## config.mk

```make
export PLATFORM = sky130hd
export DESIGN_NAME = gelu_lut_loader
export DESIGN_NICKNAME = d
export VERILOG_FILES = /design/src/rtl/gelu_lut_loader.sv
export SDC_FILE = /design/constraint.sdc
export NUM_CORES = 1
export LEC_CHECK = 0
export ABC_AREA = 1
export CELL_PAD_IN_SITES_DETAIL_PLACEMENT = 1
export CELL_PAD_IN_SITES_GLOBAL_PLACEMENT = 2
export CORE_MARGIN = 2
export CORE_UTILIZATION = 33
export CTS_BUF_LIST = sky130_fd_sc_hd__clkbuf_4 sky130_fd_sc_hd__clkbuf_8 sky130_fd_sc_hd__clkbuf_16
export DETAILED_ROUTE_END_ITERATION = 16
export GPL_ROUTABILITY_DRIVEN = 0
export HOLD_SLACK_MARGIN = 0.08
export PLACE_DENSITY = 0.87
export SLEW_MARGIN = 20
export SYNTH_ARGS = -nofsm -noshare
export SYNTH_HDL_FRONTEND = slang
export SYNTH_SLANG_ARGS = --single-unit
```

## constraint.sdc

```tcl
create_clock -name clk -period 3.35 [get_ports clk]
set_clock_uncertainty 0.15 [all_clocks]
set_input_delay 0.67 -clock clk [delete_from_list [all_inputs] [get_ports clk]]
set_output_delay 0.67 -clock clk [all_outputs]
set_load 0.02 [all_outputs]
```

## src/rtl/gelu_lut_loader.sv

```systemverilog
// gelu_lut_loader
//
// Writer side of the GELU coefficient LUT.  Words arrive on a valid/ready
// stream and are written through RAM port A at linear addresses
// 0..NUM_ENTRIES-1 (bank = addr[6:5], index = addr[4:0]).  After the last
// write, every entry is read back through the same port, and the read-back
// sum is compared with the sum of the written words.
//
// Ports:
//   clk, rst_n   clock, asynchronous active-low reset
//   start        one-cycle load request, honoured only when idle
//   abort        return to idle from any busy state (wins over start)
//   s_valid      stream word valid
//   s_data       stream word
//   s_ready      registered ready, high only while words are being accepted
//   ram_addr     RAM port A address
//   ram_data     RAM port A write data
//   ram_we       RAM port A write enable
//   ram_q        RAM port A read data, valid one cycle after ram_addr
//   busy         high whenever the loader is not idle
//   done         one-cycle pulse when the read-back compare finishes
//   error        read-back checksum mismatch, held until the next load starts
//   checksum     wrapping sum of the written words, held after a load
module gelu_lut_loader #(
  parameter int ADDR_WIDTH  = 7,
  parameter int LUT_BITS    = 16,
  parameter int NUM_ENTRIES = 96
) (
  input  logic                  clk,
  input  logic                  rst_n,
  input  logic                  start,
  input  logic                  abort,
  input  logic                  s_valid,
  input  logic [LUT_BITS-1:0]   s_data,
  output logic                  s_ready,
  output logic [ADDR_WIDTH-1:0] ram_addr,
  output logic [LUT_BITS-1:0]   ram_data,
  output logic                  ram_we,
  input  logic [LUT_BITS-1:0]   ram_q,
  output logic                  busy,
  output logic                  done,
  output logic                  error,
  output logic [LUT_BITS-1:0]   checksum
);

  // One spare bit so the counter can hold NUM_ENTRIES itself during read-back.
  localparam int CW = ADDR_WIDTH + 1;
  localparam logic [CW-1:0] LAST_CNT = CW'(NUM_ENTRIES - 1);
  localparam logic [CW-1:0] FULL_CNT = CW'(NUM_ENTRIES);

  typedef enum logic [1:0] {
    IDLE,
    LOAD,
    VERIFY,
    CHECK
  } state_t;

  state_t              state;
  logic [CW-1:0]       count;
  logic [CW-1:0]       count_next;
  logic [LUT_BITS-1:0] read_sum;
  logic [LUT_BITS-1:0] read_sum_next;

  assign count_next    = count + 1'b1;
  assign read_sum_next = read_sum + ram_q;

  // LOAD keeps accepting until the last handshake; the cycle after it
  // (s_ready already low) carries the final write and is the drain cycle
  // that hands over to VERIFY.
  //
  // In VERIFY, count is the number of cycles spent there: ram_addr shows
  // entry count, and ram_q carries entry count-1 once count >= 1.  When
  // count reaches NUM_ENTRIES the last read word is on ram_q, so the compare
  // folds that word in directly and the result lands together with done.
  always_ff @(posedge clk or negedge rst_n) begin
    if (!rst_n) begin
      state    <= IDLE;
      count    <= '0;
      read_sum <= '0;
      s_ready  <= 1'b0;
      ram_addr <= '0;
      ram_data <= '0;
      ram_we   <= 1'b0;
      busy     <= 1'b0;
      done     <= 1'b0;
      error    <= 1'b0;
      checksum <= '0;
    end else begin
      ram_we <= 1'b0;
      done   <= 1'b0;

      if (abort && (state != IDLE)) begin
        state    <= IDLE;
        s_ready  <= 1'b0;
        busy     <= 1'b0;
        error    <= 1'b0;
        count    <= '0;
      end else begin
        case (state)
          IDLE: begin
            if (start && !abort) begin
              state    <= LOAD;
              s_ready  <= 1'b1;
              busy     <= 1'b1;
              error    <= 1'b0;
              checksum <= '0;
              count    <= '0;
              ram_addr <= '0;
            end
          end

          LOAD: begin
            if (!s_ready) begin
              state    <= VERIFY;
              count    <= '0;
              read_sum <= '0;
              ram_addr <= '0;
            end else if (s_valid) begin
              ram_we   <= 1'b1;
              ram_addr <= count[ADDR_WIDTH-1:0];
              ram_data <= s_data;
              checksum <= checksum + s_data;
              count    <= count_next;
              if (count == LAST_CNT) begin
                s_ready <= 1'b0;
              end
            end
          end

          VERIFY: begin
            if (count != '0) begin
              read_sum <= read_sum_next;
            end
            if (count == FULL_CNT) begin
              state <= CHECK;
              done  <= 1'b1;
              error <= (read_sum_next != checksum);
            end else begin
              count <= count_next;
              if (count != LAST_CNT) begin
                ram_addr <= count_next[ADDR_WIDTH-1:0];
              end
            end
          end

          CHECK: begin
            state <= IDLE;
            busy  <= 1'b0;
            count <= '0;
          end

          default: begin
            state   <= IDLE;
            s_ready <= 1'b0;
            busy    <= 1'b0;
          end
        endcase
      end
    end
  end

endmodule

```

Yosys cells after proc, flatten, opt, wreduce, memory -nomap -nowiden
Index checks and enable logic that the tools add are counted.
{"block": "classes", "addsub": 3, "mul": 0, "div": 0, "magnitude_cmp": 0, "n_eq_ne": 20, "shift": 0, "n_mux": 43, "n_bitwise": 1, "reduce_logical": 21}
{"operator": "16-bit two-way mux", "count": 5}
{"operator": "16-bit case mux with 2 select lines", "count": 2}
{"operator": "8-bit two-way mux", "count": 5}
{"operator": "7-bit two-way mux", "count": 5}
{"operator": "16-bit adder", "count": 2}
{"operator": "8-bit case mux with 4 select lines", "count": 1}
{"operator": "7-bit case mux with 3 select lines", "count": 1}
{"operator": "8-bit by 7-bit == test with 1-bit output, second input constant", "count": 2}
{"operator": "1-bit two-way mux", "count": 16}
{"operator": "16-bit inequality test", "count": 1}
{"operator": "3-bit inequality test, second input constant", "count": 5}
{"operator": "2-bit inequality test, second input constant", "count": 7}
{"operator": "3-bit nonzero test", "count": 4}
{"operator": "3-bit AND reduction", "count": 3}
{"operator": "8-bit by 1-bit adder with 8-bit output, second input constant", "count": 1}
{"operator": "2-bit two-way mux", "count": 4}
{"operator": "8-bit by 7-bit inequality test with 1-bit output, second input constant", "count": 1}
{"operator": "2-bit case mux with 4 select lines", "count": 1}
{"operator": "4-bit AND reduction", "count": 2}
{"operator": "8-bit nonzero test", "count": 1}
{"operator": "1-bit case mux with 2 select lines", "count": 3}
{"operator": "6-bit AND reduction", "count": 1}
{"operator": "2-bit nonzero test", "count": 3}
{"operator": "5-bit AND reduction", "count": 1}
{"operator": "8 further kinds", "count": 11}
{"block": "totals", "ff_bits": 70, "latch_bits": 0, "ram_bits": 0, "rom_bits": 0, "n_memories": 0}

Depth between registers and ports, before layout
{"block": "logic_depth", "word_depth": 6, "depth_mapped": 18, "ltp_nobuf": 18}

Worst setup path before layout
Ideal clock, no wire load.
{"block": "synth_path", "kind": "in2reg", "startpoint": "input ram_q[0]", "endpoint": "register error", "setup_time_ps": 120, "t_arrival_ps": 2235, "required_time_ps": 3080, "path_slack_ps": 845, "stages": 15, "path_buffers": 0, "path_cell_list": "ha_1 > inv_1 > fa_1 > inv_1 > nand3_1 > nand2_2 > nand2_2 > nand2_4 > xnor3_1 > nor2_1 > nand2_1 > nor2_1 > nand3_1 > nand2_1 > nand2_1"}
{"block": "synth_via", "elab_chain_len": 5}
{"item": "from (decl)", "line": "39", "rtl": "input logic [LUT_BITS-1:0] ram_q,"}
{"item": "16-bit adder", "line": "65", "rtl": "assign read_sum_next = read_sum + ram_q;"}
{"item": "16-bit inequality test", "line": "137", "rtl": "error <= (read_sum_next != checksum);"}
{"item": "1-bit two-way mux", "line": "134", "rtl": "if (count == FULL_CNT) begin"}
{"item": "1-bit case mux with 2 select lines", "line": "99", "rtl": "case (state)"}
{"item": "1-bit two-way mux", "line": "92", "rtl": "if (abort && (state != IDLE)) begin"}
{"item": "to (signal assigned)", "line": "137"}
{"item": "to (decl)", "line": "42", "rtl": "output logic error,"}
No other way between the ends. The select of a mux whose other input is x is not followed.
A chain may end at the register's enable or synchronous reset.

Final worst setup path
{"block": "layout_path", "startpoint": "input s_data[0]", "endpoint": "register checksum[12]"}
{"block": "layout_via", "elab_chain_len": 4}
{"item": "from (decl)", "line": "34", "rtl": "input logic [LUT_BITS-1:0] s_data,"}
{"item": "16-bit adder", "line": "122", "rtl": "checksum <= checksum + s_data;"}
{"item": "16-bit two-way mux", "line": "118", "rtl": "end else if (s_valid) begin"}
{"item": "16-bit two-way mux", "line": "113", "rtl": "if (!s_ready) begin"}
{"item": "16-bit case mux with 2 select lines", "line": "99"}
{"item": "to (signal assigned)", "line": "122"}
{"item": "to (decl)", "line": "43", "rtl": "output logic [LUT_BITS-1:0] checksum"}
No other way between the ends. The select of a mux whose other input is x is not followed.

==> flow_results.org <==
** Drt
- After detailed routing, the number of remaining DRC violations is 0.
- Number of DRC markers after the initial detailed-route iteration :: 179
- Routed wire per std cell :: 16.3 um
- Antenna violation net count after detailed routing :: 0
- After detailed routing, the number of vias per cell comes to 5.07.
- Via count :: 4,908
- Final routed wirelength across all metal layers :: 15,800 um
- Pre-antenna DRT Iters :: 6

** Timing
- Setup violations remaining at the end of the flow were counted as 0.
- Max Slew Vio Count :: 0
- Minimum clock period :: roughly 3.0 ns
- Worst-Margin Slew :: 0.961 ns
- Static timing analysis puts the maximum clock frequency at approximately 340 MHz.
- Setup repair after global routing left no endpoint under its margin.
- In this run the tightest slew margin relative to its limit is 35.9%.
- The final-report hold violation count is 0.
- Total negative slack for setup checks :: 0 ns
- Ratio of final minimum period to clock period :: around nine tenths

** Global route
- GR met2 Demand/Resource :: 36.7%
- Entering global routing, the biggest net connects 71 pins.
- First-pass GRT wire length :: 26,800 um
- For this run the aggregate overflow at the end of global routing stands at 0.
- The number of global-route vias before repair was 5,295.
- Across every metal layer, demand over resource in global routing totals ~21%.
- Met1 Usage GRT :: 25.5%
- Most crowded layer after global routing :: met2
- The initial antenna violation count came to 0.
- Global routing used 4.40% of the available met3 tracks.

** Final layout
- Number of antenna diodes :: 0
- The area growth from synthesis to layout is 26.2%.
- The finished layout holds 968 standard cells, fillers aside.
- In the final layout, the share of cells above drive strength 1 is 7.44%.
- Number of nets at the end of the flow :: roughly 850
- Post-Layout Inst Area :: 6350 sq um

** Worst setup path
- CP Data Required Time :: 3.47 ns
- The worst register-to-register path begins at state[1].
- CP arrival :: just over 3 ns
- Worst r2r path cells :: 12
- Critical path startpoint :: s_data[0]
- Worst R2R End :: checksum[6]
- The most critical setup path has its endpoint at checksum[12].
- By startpoint and endpoint, the worst setup path is classified as in2reg.
- Kind of start point of the critical path :: primary input
- Reg2reg setup slack :: 0.73 ns
- In this run the worst path has a maximum fanout of 3.
- STA classifies the critical path endpoint as a register.

** Pwr
- Power per Cell Area :: ~750 nW/um^2
- The worst-case IR drop observed on VDD is 349 uV.
- Leakage dissipation :: 3.19 nW
- The completed layout was analyzed and its total power is 0.00474 W.

** Placed design
- Port buffering added 80 buffers.
- Once placement finished, the instance area stood at 6040 sq um.
- The HPWL after detailed placement is 12,500 um.
- Placed Cells :: 952

** Clock network
- After clock tree synthesis, the clock-pin slew on the worst setup and hold paths is ~0.060 ns.
- In this run, post-CTS hold repair placed 0 buffers.
- Post-cts resize count :: 0
- Clock latency on the worst-skew pair :: 0.35 ns
- TritonCTS buffer count :: 9
- TritonCTS built the clock tree.
- Number of buffers inserted by post-CTS setup repair :: 0
- CTS sink cnt :: 70
- H-Tree Depth :: 3
- Clk buf depth :: 2
- The root buffer cell chosen for the clock tree is sky130_fd_sc_hd__clkbuf_16.

** Synthesis
- Synthesized area per cell :: 7.30 sq um
- Sequential elements use 34.8% of the synthesized area.
- In this run the biggest area consumer among cell types represents 34.8% of the synthesized area.
- For this run, the number of Yosys warnings is 0.
- Number of flops mapped to enable cells by yosys :: 0
- Seq cells post-synth :: 70
- Number of nets produced by synthesis :: between 700 and 800
- Fraction of synthesis flops using an asynchronous set or reset pin :: between 90% and 100%
- Post-synthesis instance area :: between 5000 and 6000 sq um
- Ranking of synthesized cells by area :: sky130_fd_sc_hd__dfrtp_1 35%, sky130_fd_sc_hd__nand2_1 14%, sky130_fd_sc_hd__ha_1 9.2%
- After technology mapping, the gate count stands at around 690.
- Cell type contributing the most total cell area after synthesis :: sky130_fd_sc_hd__dfrtp_1
- The most used flip-flop cell after synthesis is sky130_fd_sc_hd__dfrtp_1.
- The synthesized netlist contains 47 unique library cells.

** Floorplan
- Pin placement for this block handled 81 I/O pins.
- DIE WIDTH :: 127 um
- Row generation in the floorplan step produced 45 rows.
- The initial utilization of the core area, before any placement, comes to 33.5%.
- Core ar. :: roughly 15,000 sq um
- The die covers 16,200 sq um.
- Vertical die dimension :: 127 um

** Job
- Max-cap viol count :: 0

** Min path
- Worst hold path type :: reg2reg

** Outcome
- The flow ran to the end, and the final reports show no timing, DRC or antenna violations.
## critical path, cell delays in order
cell and delay, ns:
sky130_fd_sc_hd__clkdlybuf4s50_1 0.43, sky130_fd_sc_hd__ha_1 0.24, sky130_fd_sc_hd__fa_1 0.40, sky130_fd_sc_hd__nand2_1 0.09, sky130_fd_sc_hd__nand2_1 0.06, sky130_fd_sc_hd__nand2_1 0.07, sky130_fd_sc_hd__nand2_1 0.09, sky130_fd_sc_hd__a21boi_1 0.24
sky130_fd_sc_hd__inv_1 0.12, sky130_fd_sc_hd__a21o_1 0.20, sky130_fd_sc_hd__nand2_1 0.06, sky130_fd_sc_hd__nand2_1 0.08, sky130_fd_sc_hd__a21oi_1 0.14, sky130_fd_sc_hd__o21ai_0 0.11, sky130_fd_sc_hd__o21ai_1 0.08
## cell usage after synthesis, types with 6 or more instances
cell / n
sky130_fd_sc_hd__a21oi_1: 31
sky130_fd_sc_hd__buf_2: 6
sky130_fd_sc_hd__dfrtp_1: 70
sky130_fd_sc_hd__ha_1: 37
sky130_fd_sc_hd__inv_1: 102
sky130_fd_sc_hd__inv_2: 7
sky130_fd_sc_hd__nand2_1: 189
sky130_fd_sc_hd__nand2_2: 13
sky130_fd_sc_hd__nand3_1: 57
sky130_fd_sc_hd__nand3b_1: 6
sky130_fd_sc_hd__nand4_1: 6
sky130_fd_sc_hd__nor2_1: 39
sky130_fd_sc_hd__o21ai_0: 40
sky130_fd_sc_hd__o21ai_1: 6
sky130_fd_sc_hd__o22ai_1: 28
sky130_fd_sc_hd__xor2_1: 8
## layer usage
layer,part of all wire (%),vias to the layer above
li1,-,2440
met1,46,2364
met2,50,78
met3,3.0,26
met4,1.7,0
met5,0,-
## stage by stage
| stage | hold WS [ns] | worst slack (ns) | utilization, % |
|---|---|---|---|
| 6_report | 0.323 | 0.399 | 42.2 |
| 4_1_cts | 0.331 | 0.416 | 42.2 |
| 3_5_place_dp | 0.315 | 0.0955 | 40.2 |
| 3_3_place_gp | 0.306 | 0.208 | 40.2 |
| 2_1_floorplan | 0.224 | 0.845 | - |
| 5_1_grt | 0.362 | 0.204 | 42.2 |
## worst min-delay path by stage
stage / from / to / slack, ns / cells past startpoint
finish: ram_data[5] / ram_data[5] / 0.32 / 2
global route: ram_data[0] / ram_data[0] / 0.36 / 2
CTS: ram_data[5] / ram_data[5] / 0.33 / 2
detailed placement: ram_data[12] / ram_data[12] / 0.31 / 2
global placement: ram_data[0] / ram_data[0] / 0.31 / 2
floorplan: rst_n / busy / 0.22 / 0
## layout make-up
cell class                      instances  area, sq um
Sequential cell                        70         1750
Fill cell                            1883         8680
Inverter                              110          413
Timing Repair Buffer                   85          833
Multi-Input combinational cell        499         2810
Clock inverter                          7         82.6
Clock buffer                            9          225
Tap cell                              188          235
## sequential cells by signal (all words and copies together), names as in the netlist, 2 cells and up
register and cells:
checksum 16, ram_data 16, read_sum 16, count 8, ram_addr 7, state 2
## cell usage in the layout, fill, tap and decap left out, types with 7 or more instances in the layout
cell | synthesis | layout
sky130_fd_sc_hd__nand2_1 | 189 | 189
sky130_fd_sc_hd__inv_1 | 102 | 102
sky130_fd_sc_hd__clkdlybuf4s50_1 | 0 | 79
sky130_fd_sc_hd__dfrtp_1 | 70 | 70
sky130_fd_sc_hd__nand3_1 | 57 | 57
sky130_fd_sc_hd__o21ai_0 | 40 | 40
sky130_fd_sc_hd__nor2_1 | 39 | 39
sky130_fd_sc_hd__ha_1 | 37 | 37
sky130_fd_sc_hd__a21oi_1 | 31 | 31
sky130_fd_sc_hd__o22ai_1 | 28 | 28
sky130_fd_sc_hd__nand2_2 | 13 | 13
sky130_fd_sc_hd__clkbuf_16 | 0 | 9
sky130_fd_sc_hd__xor2_1 | 8 | 8
sky130_fd_sc_hd__inv_2 | 7 | 7
## logic make-up after synthesis
group | Yosys count | synth area share (%)
XOR/XNOR | 12 | 2.36
AO/OA/AOI/OAI | 125 | 14.8
adder cells (fa/ha/maj) | 39 | 10.0
flip-flops | 70 | 34.8
AND/OR/NAND/NOR | 323 | 28.7
buffers and inverters | 120 | 9.33
## where the power goes
part / leakage [nW] / total, W / internal [W] / switching, W
Combinational: 2.11 / 0.00247 / 0.000946 / 0.00153
Sequential: 0.935 / 0.00127 / 0.00107 / 0.000207
Clock: 0.144 / 0.000994 / 0.000587 / 0.000408
Total: 3.19 / 0.00474 / 0.00260 / 0.00214
(Power assumes the default switching activity.)
==> RTL change 1 (config.mk and constraints unchanged) <==
`ADDR_WIDTH`: 7 -> 6.
--- a/src/rtl/gelu_lut_loader.sv
+++ b/src/rtl/gelu_lut_loader.sv
@@ -23,5 +23,5 @@
 //   checksum     wrapping sum of the written words, held after a load
 module gelu_lut_loader #(
-  parameter int ADDR_WIDTH  = 7,
+  parameter int ADDR_WIDTH  = 6,
   parameter int LUT_BITS    = 16,
   parameter int NUM_ENTRIES = 96
Ports: changed (resized ram_addr); port bits go from 81 to 80. No check against the original RTL was run, so the function may have changed too.
==> RTL change 1 against the original RTL <==
Synthesized area shrank 1.9%. Total power rose by 10%. Sequential cell count shrank 2. Final area decreased by 1.4%. Setup slack improved by 48 ps. Critical path depth increased by 1. Wire length rose by 0.46%. Global-route usage is 0.13 points higher. Fmax rose by 1.7%. Critical path type unchanged. Largest cell class unchanged. Largest power group unchanged.
==> RTL change 1: results (changes against the original RTL) <==
stage,metric,value,unit,change
run_status,status,completed,,unchanged
final_layout,multi-input gate count,501,,was 499
synth,ranking of synthesized cells by area,"dfrtp_1 (34%), nand2_1 (16%), ha_1 (9.4%), inv_1 (8.7%), nand3_1 (6.3%)",,"was dfrtp_1 (35%), nand2_1 (14%), ha_1 (9.2%), inv_1 (7.6%), nand3_1 (5.7%)"
global_routing,vias in the first global route,5221,,was 5295
worst_setup_path,reg2reg path depth,13,,was 12
synth,Post-synth top cells,"nand2_1 (211), inv_1 (114), dfrtp_1 (68)",,"was nand2_1 (189), inv_1 (102), dfrtp_1 (70)"
synth,post-synthesis sequential area ratio,34.5,%,was 34.8%
place,post-DP HPWL,12.8,mm,was 12.5 mm
worst_setup_path,Critical Path AT,2970,ps,was 3070 ps
place,PortBufs,79,,was 80
final_layout,Nets,862,,was 851
worst_setup_path,critical path's largest stage delay,460,ps,was 430 ps
synth,XOR/XNOR share of the synthesized area,2.05,%,was 2.36%
route,Via density,5.07,,about the same
pwr,leakage power,3.19,nW,about the same
route,met1 wire length,7.37,mm,was 7.21 mm
worst_hold_path,class of the worst hold path,input port to asynchronous set/reset pin,,was flop to flop
pwr,sw frac,46.3,%,was 45.2%
worst_setup_path,crit-path max FO,4,,was 3
worst_setup_path,R2R setup slack,840,ps,was 730 ps
route,1st-iter DRT viols,241,,was 179
final_layout,CLK BUF,12,,was 9
synth,Mapped Nets,774,,was 765
synth,Adder-Cell Fraction of Synth Area,10.2,%,was 10.0%
route,met2 WL,7.62,mm,was 7.86 mm
route,vias,4943,,was 4908
synth,post-synth cell types,40,,was 47
global_routing,GR Util met3,3.48,%,was 4.40%
sta,WHS,145,ps,was 323 ps
worst_setup_path,origin of the critical flop-to-flop path,checksum[0],,was state[1]
synth,Post-Synthesis Cells,698,,was 689
final_layout,Signal buf overhead,13.3,%,was 13.1%
sta,relative slew slack,59.0,%,was 35.9%
route,met3 wire len,588,um,was 478 um
final_layout,fill count,1837,,was 1883
RTL change 1: changes by cell type in the layout (fill, tap and decap cells not counted), sizes merged, moves of 3 or more:
cell and delta:
xor2 -3, inv +7, o21ai -7, nand3 +3, o22ai +3, clkbuf +3
nand2 +11, nor2 -6, nand3b -3
RTL change 1: worst max path at each step:
stage	startpoint	end	slack (ps)	cells after the start
finish	ram_q[0]	error	450	16
global route	ram_q[0]	error	110	18
CTS	ram_q[0]	error	430	16
detailed placement	ram_q[0]	error	70	16
global placement	ram_q[0]	error	140	16
floorplan	ram_q[0]	error	860	17
RTL change 1: worst max-delay path, delay by kind of cell:
| family | cells | cell delay, ps |
|---|---|---|
| adder cells (fa/ha/maj) | 2 | 570 |
| buffers and inverters | 3 | 640 |
| AND/OR/NAND/NOR | 11 | 1090 |
==> RTL change 2 (same flow settings) <==
Without the edit above. The 4 states of `state_t` get a one-hot encoding in 4 bits.
--- a/src/rtl/gelu_lut_loader.sv
+++ b/src/rtl/gelu_lut_loader.sv
@@ -49,9 +49,9 @@
   localparam logic [CW-1:0] FULL_CNT = CW'(NUM_ENTRIES);
 
-  typedef enum logic [1:0] {
-    IDLE,
-    LOAD,
-    VERIFY,
-    CHECK
+  typedef enum logic [3:0] {
+    IDLE   = 4'b0001,
+    LOAD   = 4'b0010,
+    VERIFY = 4'b0100,
+    CHECK  = 4'b1000
   } state_t;
 
Function: same outputs for any inputs over 10 cycles, from zero or initial values and one cycle with rst_n low; not proved beyond that.
==> RTL change 2 against the original RTL <==
Total power grew 9.9%. Critical path depth up 3. Wire length increased by 3.8%. Clock power is 9% higher. Setup slack improved by 18 ps. Final area up 2.1%. Combinational power rose by 12%. Fmax increased by 0.60%. Synthesized cell count is 5.2% higher. Synthesized area up 1.6%. Sequential cell count grew 2.
==> RTL change 2: results (changes against the original RTL) <==
stage,metric,value,unit,change
route,per-cell routed wire length,16.3,um,about the same
global_routing,met2 Usage GRT,34.3,%,was 36.7%
pwr,total power,0.00521,W,was 0.00474 W
pwr,clock share of power,20.6,%,was 21.0%
global_routing,met1 Resource Use GR,28.8,%,was 25.5%
sta,relative slew slack,36.0,%,was 35.9%
synth,post-synthesis sequential area ratio,35.3,%,was 34.8%
place,PortBufs,80,,unchanged
route,Via density,5.05,,was 5.07
synth,Post-synth top cells,"nand2_1 (251), inv_1 (85), dfrtp_1 (71)",,"was nand2_1 (189), inv_1 (102), dfrtp_1 (70)"
global_routing,gr usage total,21.1,%,was 20.7%
pwr,Gate power share,53.0,%,was 52.1%
worst_hold_path,class of the worst hold path,input port to asynchronous set/reset pin,,was flop to flop
route,met1 wire length,8.01,mm,was 7.21 mm
global_routing,initial antenna violation count,0,,unchanged
final_layout,fill count,1940,,was 1883
global_routing,vias in the first global route,5492,,was 5295
place,placed cells,993,,was 952
synth,post-synth cell types,45,,was 47
route,1st-iter DRT viols,205,,was 179
pwr,leakage power,3.30,nW,was 3.19 nW
route,met2 WL,7.58,mm,was 7.86 mm
final_layout,Nets,887,,was 851
sta,period utilisation layout,87.6,%,was 88.1%
place,placed cell areas,6160,um2,was 6040 um2
place,dpl ws,44.2,ps,was 95.5 ps
cts,Post CTS Setup Buffer Count,0,,unchanged
synth,Mapped Nets,796,,was 765
global_routing,largest net degree at the start of global routing,73,,was 71
pwr,Worst VDD drop,0.436,mV,was 0.349 mV
global_routing,GR Util met3,3.83,%,was 4.40%
run_status,status,completed,,unchanged
synth,YS warnings,0,,unchanged
place,post-DP HPWL,12.9,mm,was 12.5 mm
global_routing,first-pass GRT wire length,27.5,mm,was 26.8 mm
route,first-pass detailed-route iteration total,4,,was 6
route,met3 wire len,537,um,was 478 um
synth,ranking of synthesized cells by area,"dfrtp_1 (35%), nand2_1 (18%), ha_1 (7.8%), inv_1 (6.2%), nand3_1 (5.2%)",,"was dfrtp_1 (35%), nand2_1 (14%), ha_1 (9.2%), inv_1 (7.6%), nand3_1 (5.7%)"
cts,cts bufs inserted,9,,unchanged
final_layout,layout cells sized above 1,6.70,%,was 7.44%
worst_setup_path,Critical Path AT,3010,ps,was 3070 ps
pwr,Internal Dissipation,0.00282,W,was 0.00260 W
synth,Syn Area/Cell,7.05,um2,was 7.30 um2
sta,WHS,323,ps,about the same
route,vias,5097,,was 4908
worst_setup_path,crit-path max FO,4,,was 3
==> RTL change 2: cell types whose count changed in the layout (fill, tap and decap cells not counted), moves of 4 or more <==
cell | unedited run | this run
buf_4 | 5 | 9
ha_1 | 37 | 32
inv_1 | 102 | 85
nand2_1 | 189 | 251
nand2_2 | 13 | 3
nand3_1 | 57 | 53
nor3_1 | 1 | 7
o21ai_0 | 40 | 52
o21ai_1 | 6 | 12
o22ai_1 | 28 | 9
==> RTL change 2: critical path, stage by stage <==
cell,delay [ps]
clkdlybuf4s50_1,480
ha_1,180
inv_1,60
fa_1,370
inv_1,130
nand3_1,110
nand3_1,130
nand3_1,130
nand3_1,120
nand2_1,80
nand3_1,80
nand2_1,60
nor2_1,100
nand2_1,50
nor2_1,90
nand2_1,60
nand2_1,60
nand2_1,50
==> RTL change 2: cell families (layout without fill, tap and decap cells) <==
logic type	Yosys count	count (layout)	synth area share, %
buffers and inverters	101	197	7.69
AO/OA/AOI/OAI	118	118	12.8
XOR/XNOR	14	14	2.67
flip-flops	72	72	35.3
AND/OR/NAND/NOR	386	386	32.9
adder cells (fa/ha/maj)	34	34	8.62
==> RTL change 2: layout make-up <==
type | count | area, um2 | share of cell area [%]
clock buffers | 9 | 225 | 3.47
clock inverters | 7 | 96.3 | 1.49
inverters | 93 | 350 | 5.40
multi-input cells | 552 | 2920 | 45.0
flip-flops and latches | 72 | 1800 | 27.8
well taps | 188 | 235 | 3.63
repair buffers | 88 | 858 | 13.2
==> RTL change 2: path summary, 6_finish.rpt <==
path                        startpoint            to  depth (start not counted)
max                           ram_q[0]         error                         18
min                              rst_n  ram_data[15]                          1
max reg2reg                checksum[0]  checksum[12]                         12
min reg2reg                ram_data[8]   ram_data[8]                          2
max in group asynchronous        rst_n      state[2]                          1
min in group clk           ram_data[8]   ram_data[8]                          2
